## config.mk

```make
export PLATFORM = sky130hd
export DESIGN_NAME = alu_exec_unit
export DESIGN_NICKNAME = d
export VERILOG_FILES = /design/src/rtl/alu_pkg.sv /design/src/rtl/alu_shift_unit.sv /design/src/rtl/alu_exec_unit.sv
export SDC_FILE = /design/constraint.sdc
export NUM_CORES = 1
export LEC_CHECK = 0
export BUFFER_PORTS_ARGS = -buffer_cell sky130_fd_sc_hd__buf_2
export CAP_MARGIN = 20
export CORE_MARGIN = 3
export CORE_UTILIZATION = 50
export CTS_CLUSTER_DIAMETER = 150
export DETAILED_ROUTE_END_ITERATION = 8
export MAX_ROUTING_LAYER = met4
export PLACE_DENSITY = 0.8
export SYNTH_ARGS = -nofsm -noshare
export SYNTH_HDL_FRONTEND = slang
export SYNTH_SLANG_ARGS = --single-unit
```

## constraint.sdc

```tcl
create_clock -name i_clk -period 5.9 [get_ports i_clk]
set_input_delay 0.295 -clock i_clk [delete_from_list [all_inputs] [get_ports i_clk]]
set_output_delay 0.295 -clock i_clk [all_outputs]
set_load 0.02 [all_outputs]
```

## src/rtl/alu_pkg.sv

```systemverilog
// Shared definitions for the execute-stage ALU: op codes, shifter states and
// the SHIFT_STEP legality helpers.
package alu_pkg;

    typedef enum logic [3:0] {
        ALU_ADD  = 4'b0000,
        ALU_SUB  = 4'b0001,
        ALU_AND  = 4'b0010,
        ALU_OR   = 4'b0011,
        ALU_XOR  = 4'b0100,
        ALU_SLT  = 4'b0101,
        ALU_SLL  = 4'b0110,
        ALU_SRL  = 4'b0111,
        ALU_SLTU = 4'b1000,
        ALU_SRA  = 4'b1001
    } alu_op_e;

    typedef enum logic {
        ST_IDLE,
        ST_SHIFT
    } shift_state_e;

    localparam logic [3:0] ALU_ILLEGAL_MIN = 4'b1010;

    localparam int SHIFT_STEP_MIN = 1;
    localparam int SHIFT_STEP_MAX = 8;

    // Legal steps are the powers of two between the min and max.
    function automatic bit shift_step_legal(input int step);
        return (step >= SHIFT_STEP_MIN) && (step <= SHIFT_STEP_MAX) &&
               ((step & (step - 1)) == 0);
    endfunction

    function automatic bit is_shift_op(input logic [3:0] code);
        return (code == ALU_SLL) || (code == ALU_SRL) || (code == ALU_SRA);
    endfunction

endpackage

```

## src/rtl/alu_shift_unit.sv

```systemverilog
// Iterative shifter: moves the working value by up to SHIFT_STEP bits per cycle
// until the remaining shift amount is exhausted.
module alu_shift_unit
    import alu_pkg::*;
#(
    parameter int XLEN       = 32,
    parameter int SHIFT_STEP = 1
) (
    input  logic                    clk,
    input  logic                    rst_n,
    input  logic                    start,
    input  logic                    flush,
    input  alu_op_e                 op,
    input  logic [XLEN-1:0]         value,
    input  logic [$clog2(XLEN)-1:0] amount,
    output logic                    busy,
    output logic                    done,
    output logic [XLEN-1:0]         result
);

    localparam int SHW = $clog2(XLEN);
    localparam int RW  = SHW + 4;
    // An illegal step setting falls back to single-bit stepping.
    localparam int STEP_EFF = shift_step_legal(SHIFT_STEP) ? SHIFT_STEP : 1;
    localparam logic [RW-1:0] STEP = RW'(STEP_EFF);

    shift_state_e    state;
    alu_op_e         op_q;
    logic [XLEN-1:0] working;
    logic [RW-1:0]   rem;
    logic [RW-1:0]   step;
    logic [XLEN-1:0] shifted;

    always_comb begin
        step    = (rem < STEP) ? rem : STEP;
        shifted = working;
        case (op_q)
            ALU_SLL: shifted = working << step;
            ALU_SRL: shifted = working >> step;
            ALU_SRA: shifted = $unsigned($signed(working) >>> step);
            default: shifted = working;
        endcase
    end

    assign busy   = (state == ST_SHIFT);
    assign done   = busy && (rem <= STEP);
    assign result = shifted;

    always_ff @(posedge clk or negedge rst_n) begin
        if (!rst_n) begin
            state   <= ST_IDLE;
            op_q    <= ALU_SLL;
            working <= '0;
            rem     <= '0;
        end else if (flush) begin
            state <= ST_IDLE;
            rem   <= '0;
        end else begin
            case (state)
                ST_IDLE: begin
                    if (start) begin
                        working <= value;
                        rem     <= {{(RW-SHW){1'b0}}, amount};
                        op_q    <= op;
                        state   <= ST_SHIFT;
                    end
                end
                ST_SHIFT: begin
                    working <= shifted;
                    rem     <= rem - step;
                    if (rem <= STEP) begin
                        state <= ST_IDLE;
                    end
                end
                default: state <= ST_IDLE;
            endcase
        end
    end

endmodule

```

## src/rtl/alu_exec_unit.sv

```systemverilog
// Execute-stage ALU with valid/ready handshake on both sides; single-cycle ops
// complete at accept, non-zero shifts go through the iterative shifter.
module alu_exec_unit
    import alu_pkg::*;
#(
    parameter int XLEN       = 32,
    parameter int SHIFT_STEP = 1
) (
    input  logic            i_clk,
    input  logic            i_rst_n,
    input  logic            i_flush,
    input  logic            i_valid,
    output logic            o_ready,
    input  logic [3:0]      i_ALUControl,
    input  logic [XLEN-1:0] i_a,
    input  logic [XLEN-1:0] i_b,
    output logic            o_valid,
    input  logic            i_ready,
    output logic [XLEN-1:0] o_result,
    output logic            o_zero,
    output logic            o_illegal
);

    localparam int SHW = $clog2(XLEN);

    logic [SHW-1:0]  shamt;
    logic            code_illegal;
    logic            accept;
    logic            shift_start;
    logic            shift_busy;
    logic            shift_done;
    logic [XLEN-1:0] shift_result;
    logic [XLEN-1:0] alu_result;

    assign shamt        = i_b[SHW-1:0];
    assign code_illegal = (i_ALUControl >= ALU_ILLEGAL_MIN);
    assign o_ready      = !shift_busy && !i_flush && (!o_valid || i_ready);
    assign accept       = i_valid && o_ready;
    assign shift_start  = accept && is_shift_op(i_ALUControl) && (shamt != '0);

    // Shifts only take this path with a zero amount, so they pass i_a through.
    always_comb begin
        alu_result = '0;
        case (i_ALUControl)
            ALU_ADD:  alu_result = i_a + i_b;
            ALU_SUB:  alu_result = i_a - i_b;
            ALU_AND:  alu_result = i_a & i_b;
            ALU_OR:   alu_result = i_a | i_b;
            ALU_XOR:  alu_result = i_a ^ i_b;
            ALU_SLT:  alu_result = XLEN'($signed(i_a) < $signed(i_b));
            ALU_SLTU: alu_result = XLEN'(i_a < i_b);
            ALU_SLL,
            ALU_SRL,
            ALU_SRA:  alu_result = i_a;
            default:  alu_result = '0;
        endcase
    end

    alu_shift_unit #(
        .XLEN       (XLEN),
        .SHIFT_STEP (SHIFT_STEP)
    ) u_shift (
        .clk    (i_clk),
        .rst_n  (i_rst_n),
        .start  (shift_start),
        .flush  (i_flush),
        .op     (alu_op_e'(i_ALUControl)),
        .value  (i_a),
        .amount (shamt),
        .busy   (shift_busy),
        .done   (shift_done),
        .result (shift_result)
    );

    // Flush outranks both a new accept and a shift finishing on the same edge.
    always_ff @(posedge i_clk or negedge i_rst_n) begin
        if (!i_rst_n) begin
            o_valid   <= 1'b0;
            o_result  <= '0;
            o_zero    <= 1'b0;
            o_illegal <= 1'b0;
        end else if (i_flush) begin
            o_valid <= 1'b0;
        end else if (accept && !shift_start) begin
            o_valid   <= 1'b1;
            o_result  <= alu_result;
            o_zero    <= (alu_result == '0);
            o_illegal <= code_illegal;
        end else if (shift_done) begin
            o_valid   <= 1'b1;
            o_result  <= shift_result;
            o_zero    <= (shift_result == '0);
            o_illegal <= 1'b0;
        end else if (i_ready) begin
            o_valid <= 1'b0;
        end
    end

endmodule

```

After elaboration in Yosys (flattened, before gate mapping)
Index checks and enable logic that the tools add are counted.
{"block": "totals", "register_bits": 81, "word_cells": 84, "in_bits": 73, "out_inout_bits": 36}
{"block": "op_classes", "reduce_logical": 24, "add_sub_neg": 3, "eq_ne": 14, "mux": 22, "shift": 3, "n_bitwise": 5, "magnitude_cmp": 5}
{"operator": "32-bit case mux with 8 select lines", "n": 1}
{"operator": "32-bit two-way mux", "n": 3}
{"operator": "32-bit case mux with 3 select lines", "n": 1}
{"operator": "32-bit zero test", "n": 2}
{"operator": "32-bit < comparator", "n": 2}
{"operator": "32-bit case mux with 2 select lines", "n": 1}
{"operator": "32-bit adder", "n": 1}
{"operator": "32-bit AND", "n": 1}
{"operator": "32-bit OR", "n": 1}
{"operator": "32-bit by 9-bit << shifter with 32-bit output", "n": 1}
{"operator": "32-bit by 9-bit >> shifter with 32-bit output", "n": 1}
{"operator": "32-bit by 9-bit >>> shifter with 32-bit output", "n": 1}
{"operator": "32-bit subtractor", "n": 1}
{"operator": "32-bit bitwise XOR", "n": 1}
{"operator": "9-bit two-way mux", "n": 3}
{"operator": "4-bit by 3-bit equality test with 1-bit output (second input constant)", "n": 6}
{"operator": "9-bit case mux with 2 select lines", "n": 1}
{"operator": "4-bit equality test (second input constant)", "n": 3}
{"operator": "1-bit two-way mux", "n": 11}
{"operator": "9-bit by 1-bit less-or-equal comparator with 1-bit output (second input constant)", "n": 1}
{"operator": "9-bit by 1-bit < comparator with 1-bit output (second input constant)", "n": 1}
{"operator": "9-bit subtractor", "n": 1}
{"operator": "4-bit by 2-bit equality test with 1-bit output (second input constant)", "n": 2}
{"operator": "1-bit logical AND", "n": 7}
{"operator": "15 further kinds", "n": 22}

Longest topological paths before layout
Gate-level depths: netlist (run 1).
{"block": "logic_depth", "depth_word": 10, "depth_mapped": 15, "depth_no_buf": 15}

Modules after synthesis
From an unflattened synthesis (run 1), not the netlist that was laid out.
{"block": "unflattened", "cells_unflattened": 1615, "area_unflattened_um2": 11614.9}
{"module": "alu_exec_unit", "cells_per_inst": 1147, "seq_area_each_um2": 875.8, "area_per_inst_um2": 7923.8, "instances": 1}
{"module": "alu_shift_unit", "cells_per_inst": 468, "seq_area_each_um2": 1153.6, "area_per_inst_um2": 3691.0, "instances": 1}

Least setup slack after synthesis (run 1)
Ideal clock, no wire load.
{"block": "synth_timing", "kind": "reg2reg", "start": "register o_valid", "end": "register o_zero", "path_stages_with_launch": 12, "n_path_buf": 0, "setup_time_ns": 0.076, "synth_period_minus_slack_ns": 3.697, "setup_slack_ns": 2.203, "arrival_ns": 3.621, "required_ns": 5.824, "path_cell_list": "dfrtp_1 -> nand2b_1 -> nor3b_1 -> nand2_1 -> or2_2 -> a21o_1 -> or4_1 -> or3_1 -> or4_1 -> nor4_1 -> nand4_1 -> o21ai_1"}
{"block": "synth_between", "elab_chain_len": 10, "word_cells_on_any_way": 11, "cone_classes": "mux (1); reduce/logical (10)"}
{"item": "from (decl)", "line_no": "alu_exec_unit.sv:17", "source": "output logic o_valid,"}
{"item": "from (signal assigned)", "line_no": "alu_exec_unit.sv:78", "source": "o_valid <= 1'b0;"}
{"item": "from (signal assigned)", "line_no": "alu_exec_unit.sv:83", "source": "o_valid <= 1'b0;"}
{"item": "from (signal assigned)", "line_no": "alu_exec_unit.sv:85", "source": "o_valid <= 1'b1;"}
{"item": "1-bit zero test (*)", "line_no": "alu_exec_unit.sv:37", "source": "assign o_ready = !shift_busy && !i_flush && (!o_valid || i_ready);"}
{"item": "1-bit logical OR (*)", "line_no": "alu_exec_unit.sv:37"}
{"item": "1-bit logical AND (*)", "line_no": "alu_exec_unit.sv:37"}
{"item": "named net o_ready", "line_no": "alu_exec_unit.sv:13", "source": "output logic o_ready,"}
{"item": "1-bit logical AND (*)", "line_no": "alu_exec_unit.sv:38", "source": "assign accept = i_valid && o_ready;"}
{"item": "1-bit logical AND (2 in a row)", "line_no": "alu_exec_unit.sv:39", "source": "assign shift_start = accept && is_shift_op(i_ALUControl) && (shamt != '0);"}
{"item": "1-bit zero test", "line_no": "alu_exec_unit.sv:84", "source": "end else if (accept && !shift_start) begin"}
{"item": "1-bit logical AND (*)", "line_no": "alu_exec_unit.sv:84"}
{"item": "2-bit nonzero test (no line)"}
{"item": "2-bit AND reduction (no line)"}
{"item": "to (signal assigned)", "line_no": "alu_exec_unit.sv:87", "source": "o_zero <= (alu_result == '0);"}
{"item": "to (signal assigned)", "line_no": "alu_exec_unit.sv:92", "source": "o_zero <= (shift_result == '0);"}
{"item": "to (decl)", "line_no": "alu_exec_unit.sv:20", "source": "output logic o_zero,"}
Mark *: on every way through the listed nets, which the timed path passes. The rest lies on a longest branch.
A chain may end at the register's enable or synchronous reset.

Worst setup path in the final report (run 1)
{"block": "layout_timing", "start": "input i_a[9]", "end": "register o_zero"}
{"block": "layout_between", "elab_chain_len": 4, "word_cells_on_any_way": 10, "cone_classes": "add/sub (2); order compare (2); mux (2); bitwise (3); reduce/logical (1)"}
{"item": "from (decl)", "line_no": "alu_exec_unit.sv:15", "source": "input logic [XLEN-1:0] i_a,"}
{"item": "32-bit subtractor, or another cell as far along", "line_no": "alu_exec_unit.sv:46", "source": "ALU_SUB: alu_result = i_a - i_b;"}
{"item": "32-bit case mux with 8 select lines (*)", "line_no": "alu_exec_unit.sv:44", "source": "case (i_ALUControl)"}
{"item": "32-bit zero test (*)", "line_no": "alu_exec_unit.sv:87"}
{"item": "1-bit two-way mux (*)", "line_no": "alu_exec_unit.sv:84"}
Mark *: on every way between the ends. The rest lies on a longest branch, timed or not.

==> results of run 1 <==
[critical path: stages]
cell and delay, ps:
sky130_fd_sc_hd__buf_2 180, sky130_fd_sc_hd__inv_1 60, sky130_fd_sc_hd__ha_1 520, sky130_fd_sc_hd__inv_1 110, sky130_fd_sc_hd__a21oi_1 310, sky130_fd_sc_hd__o31ai_1 180, sky130_fd_sc_hd__a211oi_1 1020, sky130_fd_sc_hd__a21oi_1 170
sky130_fd_sc_hd__o32ai_1 400, sky130_fd_sc_hd__nand4_1 120, sky130_fd_sc_hd__or4_1 500, sky130_fd_sc_hd__nor4_1 430, sky130_fd_sc_hd__nand4_1 150, sky130_fd_sc_hd__o21ai_1 150
[area by class of cell]
type,count,area (um2),area share (%)
clock buffers,13,250,2.18
multi-input cells,1200,7730,67.2
clock inverters,3,40.0,0.348
repair buffers,130,731,6.36
well taps,270,338,2.94
flip-flops and latches,81,2030,17.7
inverters,101,379,3.30
[worst paths after layout]
kind	start	endpoint	cells past startpoint
setup / recovery	i_a[9]	o_zero	14
setup reg to reg	u_shift.rem[3]	o_zero	11
hold / removal	i_ready	o_valid	3
min in group asynchronous	i_rst_n	o_illegal	2
max in group asynchronous	i_rst_n	o_result[23]	3
hold reg to reg	o_result[20]	o_result[20]	2
[flip-flops by register name (all words and copies together), names as in the netlist]
register and flops:
u_shift.rem 9, o_result 32, u_shift.busy 1, o_illegal 1, u_shift.op_q 4, u_shift.working 32, o_valid 1, o_zero 1
[logic make-up (layout without fill, tap and decap cells)]
kind of cell / after synthesis / count (layout) / synth area share (%)
buffers and inverters: 205 / 247 / 7.35
multiplexers: 41 / 41 / 4.02
adder cells (fa/ha/maj): 99 / 99 / 11.9
flip-flops: 81 / 81 / 19.3
AND/OR/NAND/NOR: 497 / 497 / 21.7
AO/OA/AOI/OAI: 552 / 552 / 34.7
XOR/XNOR: 11 / 11 / 0.918
[per-layer routing]
| layer | global-route usage, % | wire (um) | vias to the layer above |
|---|---|---|---|
| li1 | - | - | 5544 |
| met2 | 50.8 | 17000 | 694 |
| met4 | 12.1 | 1410 | 0 |
| met5 | - | 0 | - |
| met3 | 6.49 | 4460 | 104 |
| met1 | 47.5 | 16600 | 5771 |
[cells in the mapped netlist (5+ instances only)]
cell type,instances,area share [%]
sky130_fd_sc_hd__a21oi_1,178,8.5
sky130_fd_sc_hd__nor2_1,172,6.1
sky130_fd_sc_hd__nand2_1,152,5.4
sky130_fd_sc_hd__inv_1,100,3.6
sky130_fd_sc_hd__ha_1,97,12
sky130_fd_sc_hd__o21ai_0,94,4.5
sky130_fd_sc_hd__clkbuf_1,92,3.3
sky130_fd_sc_hd__dfrtp_1,79,19
sky130_fd_sc_hd__a211oi_1,37,2.6
sky130_fd_sc_hd__a22oi_1,37,2.6
sky130_fd_sc_hd__mux2i_1,32,3.1
sky130_fd_sc_hd__nor3_1,32,1.5
sky130_fd_sc_hd__o221ai_1,28,2.3
sky130_fd_sc_hd__nand3_1,27,1.3
sky130_fd_sc_hd__nand4_1,21,1.3
sky130_fd_sc_hd__a31oi_1,17,1.0
sky130_fd_sc_hd__o31ai_1,16,1.1
sky130_fd_sc_hd__a21o_1,15,1.1
sky130_fd_sc_hd__nor2b_1,15,0.89
sky130_fd_sc_hd__nor4_1,14,0.83
sky130_fd_sc_hd__o211ai_1,11,0.79
sky130_fd_sc_hd__a211o_1,10,0.83
sky130_fd_sc_hd__buf_1,10,0.36
sky130_fd_sc_hd__nand2b_1,10,0.60
sky130_fd_sc_hd__nor3b_1,10,0.71
sky130_fd_sc_hd__or2_2,10,0.60
sky130_fd_sc_hd__or3_1,10,0.60
sky130_fd_sc_hd__mux2_2,9,0.97
sky130_fd_sc_hd__o21a_1,9,0.64
sky130_fd_sc_hd__a2111oi_0,8,0.67
sky130_fd_sc_hd__a221oi_1,7,0.58
sky130_fd_sc_hd__a311oi_1,7,0.58
sky130_fd_sc_hd__o2111ai_1,7,0.58
sky130_fd_sc_hd__or4_1,7,0.50
sky130_fd_sc_hd__a222oi_1,6,0.57
sky130_fd_sc_hd__xnor2_1,6,0.50
sky130_fd_sc_hd__o21bai_1,5,0.36
sky130_fd_sc_hd__xor2_1,5,0.42
[power by group through the flow]
stage | Sequential (mW) | Clock (mW) | Combinational [mW]
6_report | 0.832 | 0.562 | 1.41
5_1_grt | 0.846 | 0.586 | 1.53
4_1_cts | 0.826 | 0.564 | 1.37
3_5_place_dp | 0.832 | 0 | 1.37
3_3_place_gp | 0.829 | 0 | 1.35
2_1_floorplan | 0.921 | 0 | 0.824
[timing repair]
| action | 4_1_cts | 5_1_grt |
|---|---|---|
| endpoints found under the hold margin | 0 | 21 |
| hold buffers | 0 | 1 |
| gates resized for setup | 0 | 0 |
==> run summary, run 1 <==
launching element type of the critical path: input pin
number of search-and-repair iterations in the first detailed-routing pass: 6
maximum number of pins on one net before global-route repair: 82
max-cap violations: 0
proportion of power drawn by the clock network: 20.0%
crit path DAT: 4610 ps
Sink Count: 81
Critical Path End Type: flop
Setup Slack @ Placement: 1410 ps
antenna violations before repair: 0
number of enable flip-flop cells after synthesis: 0
Antenna Cells: 0
first-pass GRT wire length: 60600 um
maximum operating frequency: 0.231 GHz
die span in y: 151 um
horizontal die dimension: 151 um
net count after synthesis: 1658
unrepaired setup endpoints after global routing: false
CTS Buf Count: 9
via count normalized by instance count: 6.74
net switching power: 1.28 mW
Layout Area Growth over Synthesis: 9.47%
number of violations reported at the end of detailed-routing iteration 0: 1588
worst endpoint required time: 6180 ps
fin worst setup slack: 1570 ps
remaining max-slew budget at the tightest pin: 20.5%
number of buffers added on ports: 108
mean routed wirelength per cell: 21.9 um
register area share after synthesis: 19.3%
worst setup path category: in -> reg
switching part of the total power: 45.7%
hpwl dp: 29300 um
number of register bits inferred by synthesis: 81
number of cells after detailed placement: 1780
area after detailed placement: 11200 um2
post-synth design cell area: 10500 um2
clock tree from TritonCTS: yes
Clk Latency, worst-skew pair: 350 ps
most frequent cells in the layout: sky130_fd_sc_hd__a21oi_1, sky130_fd_sc_hd__nor2_1, sky130_fd_sc_hd__nand2_1
Leakage Power: 4.96 nW
residual DRC count: 0
Fillers: 2006
nets@finish: 1695
cell count after synthesis: 1486
Initial Utilization: 51.4%
total power divided by cell area: 244 nW/um2
fraction of final layout cells with drive strength greater than 1: 11.6%
asr flop ratio synth: 100%
total design power: 2.80 mW
internal portion of total power: 1.52 mW
Detailed Route WL: 39400 um
Post-Route Utilization: 56.3%
maximum fanout encountered on the critical timing path: 12
GP Congestion: 0.997
number of hold violations in the final report: 0
CTS root buffer: sky130_fd_sc_hd__clkbuf_16
slew at the pin closest to its max-slew limit: 1190 ps
Detail Route Antenna Nets: 0
r2r setup slk: 1770 ps
setup repair bufs after CTS: 0
post-route fraction of the period consumed by the critical path: 73.4%
Final Max Tran Viols: 0
final setup vio count: 0
outcome: completed
sequential share of power: 29.7%
part of the power in combinational logic: 50.3%
H-tree levels: 3
standard-cell row count: 52
Final Non-Filler Cells: 1798
core footprint: 20400 um2
final critical-path required period: 4330 ps
Global Route Usage Sum: 34.5%
worst hold path class: in -> reg
Max IR drop VDD: 0.158 mV
Via Count: 12.1k
clk buf depth: 2
YS warnings: 0
via count of the first global-routing pass: 11.1k
worst hold slack across all endpoints: 271 ps
Worst-path clk slew: 60 ps
Mapped Avg Cell Area: 7.07 um2
number of primary I/O pins: 109
Most used DFF post-synth: sky130_fd_sc_hd__dfrtp_1
final global-route overflow total: 0
library cells used by synthesis: 81
clock skew: 6.18 ps
most common cell after layout, fill and taps aside: sky130_fd_sc_hd__a21oi_1
total negative slack: 0 ps
area of the die: 22800 um2
fin area: 11500 um2
(Power assumes the default switching activity.)
==> inputs of run 2 (changes only) <==
==> constraint.sdc (replaced) <==
create_clock -name i_clk -period 4.3 [get_ports i_clk]
set_input_delay 0.215 -clock i_clk [delete_from_list [all_inputs] [get_ports i_clk]]
set_output_delay 0.215 -clock i_clk [all_outputs]
set_load 0.02 [all_outputs]
==> run 2 against run 1 <==
  * Die area is the same
  * Cell count is 1.2% higher
  * Critical path depth down 3
  * Non-clock buffer count is 22 higher
  * Sequential share of layout area is 0.34 points lower
  * Utilization up 1.1 points
  * Via count is 0.29% higher
  * Flip-flop and latch count is the same
  * Clock skew grew 4.0 ps
  * Total power increased by 41%
  * Critical path type is now reg -> reg
  * Highest routed layer unchanged
==> run summary, run 2 (synthesis gave the netlist of run 1 again) <==
CTS root buffer: sky130_fd_sc_hd__clkbuf_16 (unchanged)
critical hold path startpoint: i_ready (unchanged)
Sink Count: 81 (unchanged)
die span in y: 151 um (unchanged)
number of search-and-repair iterations in the first detailed-routing pass: 7 (was 6)
final setup vio count: 0 (unchanged)
part of the power in combinational logic: 49.5% (was 50.3%)
maximum operating frequency: 0.252 GHz
CTS Buf Count: 9 (unchanged)
Clk Latency, worst-skew pair: 350 ps (about the same)
Layout Area Growth over Synthesis: 11.6% (was 9.47%)
sequential share of power: 29.0% (was 29.7%)
worst hold path endpoint: o_valid (unchanged)
Worst-path clk slew: 60 ps (about the same)
Detail Route Antenna Nets: 0 (unchanged)
Leakage Power: 5.08 nW (was 4.96 nW)
crit path max-delay cell type: sky130_fd_sc_hd__or4_1 (was sky130_fd_sc_hd__a211oi_1)
via count of the first global-routing pass: 11.0k (was 11.1k)
unrepaired setup endpoints after global routing: false (unchanged)
RR Startpoint: u_shift.rem[3] (unchanged)
core footprint: 20400 um2 (unchanged)
hpwl dp: 29400 um (was 29300 um)
worst hold slack across all endpoints: 194 ps (was 271 ps)
most frequent cells in the layout: sky130_fd_sc_hd__a21oi_1, sky130_fd_sc_hd__nor2_1, sky130_fd_sc_hd__nand2_1 (unchanged)
Critical Path, Cell by Cell: or4_1 -> or3_4 -> nor3_4 -> nand2_2 -> a21o_1 -> or4_1 -> or3_1 -> or4_1 -> nor4_1 -> nand4_1 -> o21ai_1 (was buf_2 -> inv_1 -> ha_1 -> inv_1 -> a21oi_1 -> o31ai_1 -> a211oi_1 -> a21oi_1 -> o32ai_1 -> nand4_1 -> or4_1 -> nor4_1 -> nand4_1 -> o21ai_1)
post-route fraction of the period consumed by the critical path: 92.4%
mean routed wirelength per cell: 21.5 um (was 21.9 um)
worst reg-to-reg path cell count: 11 (unchanged)
maximum number of pins on one net before global-route repair: 82 (unchanged)
Global Route Usage Sum: 34.6% (was 34.5%)
clock skew: 10.2 ps (was 6.18 ps)
outcome: completed (unchanged)
GP Congestion: 1.02 (was 0.997)
Final Non-Filler Cells: 1820 (was 1798)
number of buffers added on ports: 108 (unchanged)
total power divided by cell area: 338 nW/um2 (was 244 nW/um2)
nets@finish: 1717 (was 1695)
antenna violations before repair: 0 (unchanged)
worst hold path class: in -> reg (unchanged)
Antenna Cells: 0 (unchanged)
final global-route overflow total: 0 (unchanged)
Final Max Tran Viols: 0 (unchanged)
number of violations reported at the end of detailed-routing iteration 0: 1438 (was 1588)
maximum fanout encountered on the critical timing path: 4 (was 12)
H-tree levels: 3 (unchanged)
Via Count: 12.1k (about the same)
Max IR drop VDD: 0.211 mV (was 0.158 mV)
standard-cell row count: 52 (unchanged)
Initial Utilization: 51.4% (unchanged)
CP peak stage delay: 600 ps (was 1020 ps)
residual DRC count: 0 (unchanged)
proportion of power drawn by the clock network: 21.5% (was 20.0%)
end of the worst register-to-register path: o_zero (unchanged)
Detailed Route WL: 39100 um (was 39400 um)
launch point of the worst path: u_shift.rem[3] (was i_a[9])
registers with the most flip-flops: o_result (32), u_shift.working (32), u_shift.rem (9) (unchanged)
Post-Route Utilization: 57.4% (was 56.3%)
kind of cell with the highest combined delay on the critical path: simple AND/OR/NAND/NOR gates (was compound AO/OA/AOI/OAI gates)
number of cells after detailed placement: 1801 (was 1780)
via count normalized by instance count: 6.67 (was 6.74)
clock tree from TritonCTS: yes (unchanged)
launching element type of the critical path: flop (was input pin)
total design power: 3.96 mW (was 2.80 mW)
crit path DAT: 4250 ps (was 4610 ps)
area of the die: 22800 um2 (unchanged)
number of primary I/O pins: 109 (unchanged)
worst endpoint required time: 4570 ps (was 6180 ps)
most common cell after layout, fill and taps aside: sky130_fd_sc_hd__a21oi_1 (unchanged)
worst setup path category: reg -> reg (was in -> reg)
Worst Hold Depth: 3 (unchanged)
crit-path most repeated cell: sky130_fd_sc_hd__or4_1
remaining max-slew budget at the tightest pin: 22.6% (was 20.5%)
internal portion of total power: 2.19 mW (was 1.52 mW)
r2r setup slk: 330 ps (was 1770 ps)
max-cap violations: 0 (unchanged)
count of instances resized after the clock tree is built: 0 (unchanged)
final critical-path required period: 3970 ps
switching part of the total power: 44.6% (was 45.7%)
total negative slack: 0 ps (unchanged)
number of buffer and inverter instances along the worst setup path: 0 (was 3)
net switching power: 1.77 mW (was 1.28 mW)
Critical Path End Type: flop (unchanged)
slew at the pin closest to its max-slew limit: 1150 ps (was 1190 ps)
clk buf depth: 2 (unchanged)
number of hold violations in the final report: 0 (unchanged)
horizontal die dimension: 151 um (unchanged)
first-pass GRT wire length: 60800 um (was 60600 um)
fraction of final layout cells with drive strength greater than 1: 13.0% (was 11.6%)
[run 2: worst max path at each step]
| stage | end | cells after the start |
|---|---|---|
| finish | o_zero | 11 |
| global route | o_zero | 11 |
| CTS | o_zero | 11 |
| detailed placement | o_zero | 16 |
| global placement | o_zero | 15 |
| floorplan | o_zero | 11 |
[run 2: per-layer routing]
metal	GRT usage (%)	part of all wire, %	vias to the layer above
met5	-	0	-
met4	11.3	3.3	0
met3	5.27	11	109
met2	51.1	43	740
met1	48.7	42	5706
li1	-	-	5593
[run 2: through the flow]
step | setup slack, ps | cell area [um2]
floorplan | 603 | 10500
global placement | 281 | 11300
detailed placement | 332 | 11300
CTS | 362 | 11700
global route | 134 | 11700
finish | 328 | 11700
[run 2: repair_timing]
item,4_1_cts,5_1_grt
hold endpoints to repair,0,20
hold buffers,0,1
setup buffers,0,0
[run 2: worst reg2reg max path, delay by kind of cell (launching register included)]
kind	cells	cell delay, ps
compound gates	2	350
flops	1	410
simple gates	9	3150
[run 2: power by group through the flow]
stage	sequential, mW	combinational [mW]	clock [mW]
2_1_floorplan	1.26	1.13	0
3_3_place_gp	1.14	1.87	0
3_5_place_dp	1.15	1.90	0
4_1_cts	1.14	1.91	0.850
5_1_grt	1.17	2.14	0.894
6_report	1.15	1.96	0.852
[run 2: cell type report]
| cell class | instances | area, um2 |
|---|---|---|
| clock buffer | 12 | 256 |
| tap | 270 | 338 |
| inverter | 101 | 379 |
| multi-input combinational | 1200 | 7730 |
| sequential | 81 | 2030 |
| timing repair buffer | 152 | 912 |
| clock inverter | 4 | 75.1 |
| fill | 1946 | 8710 |
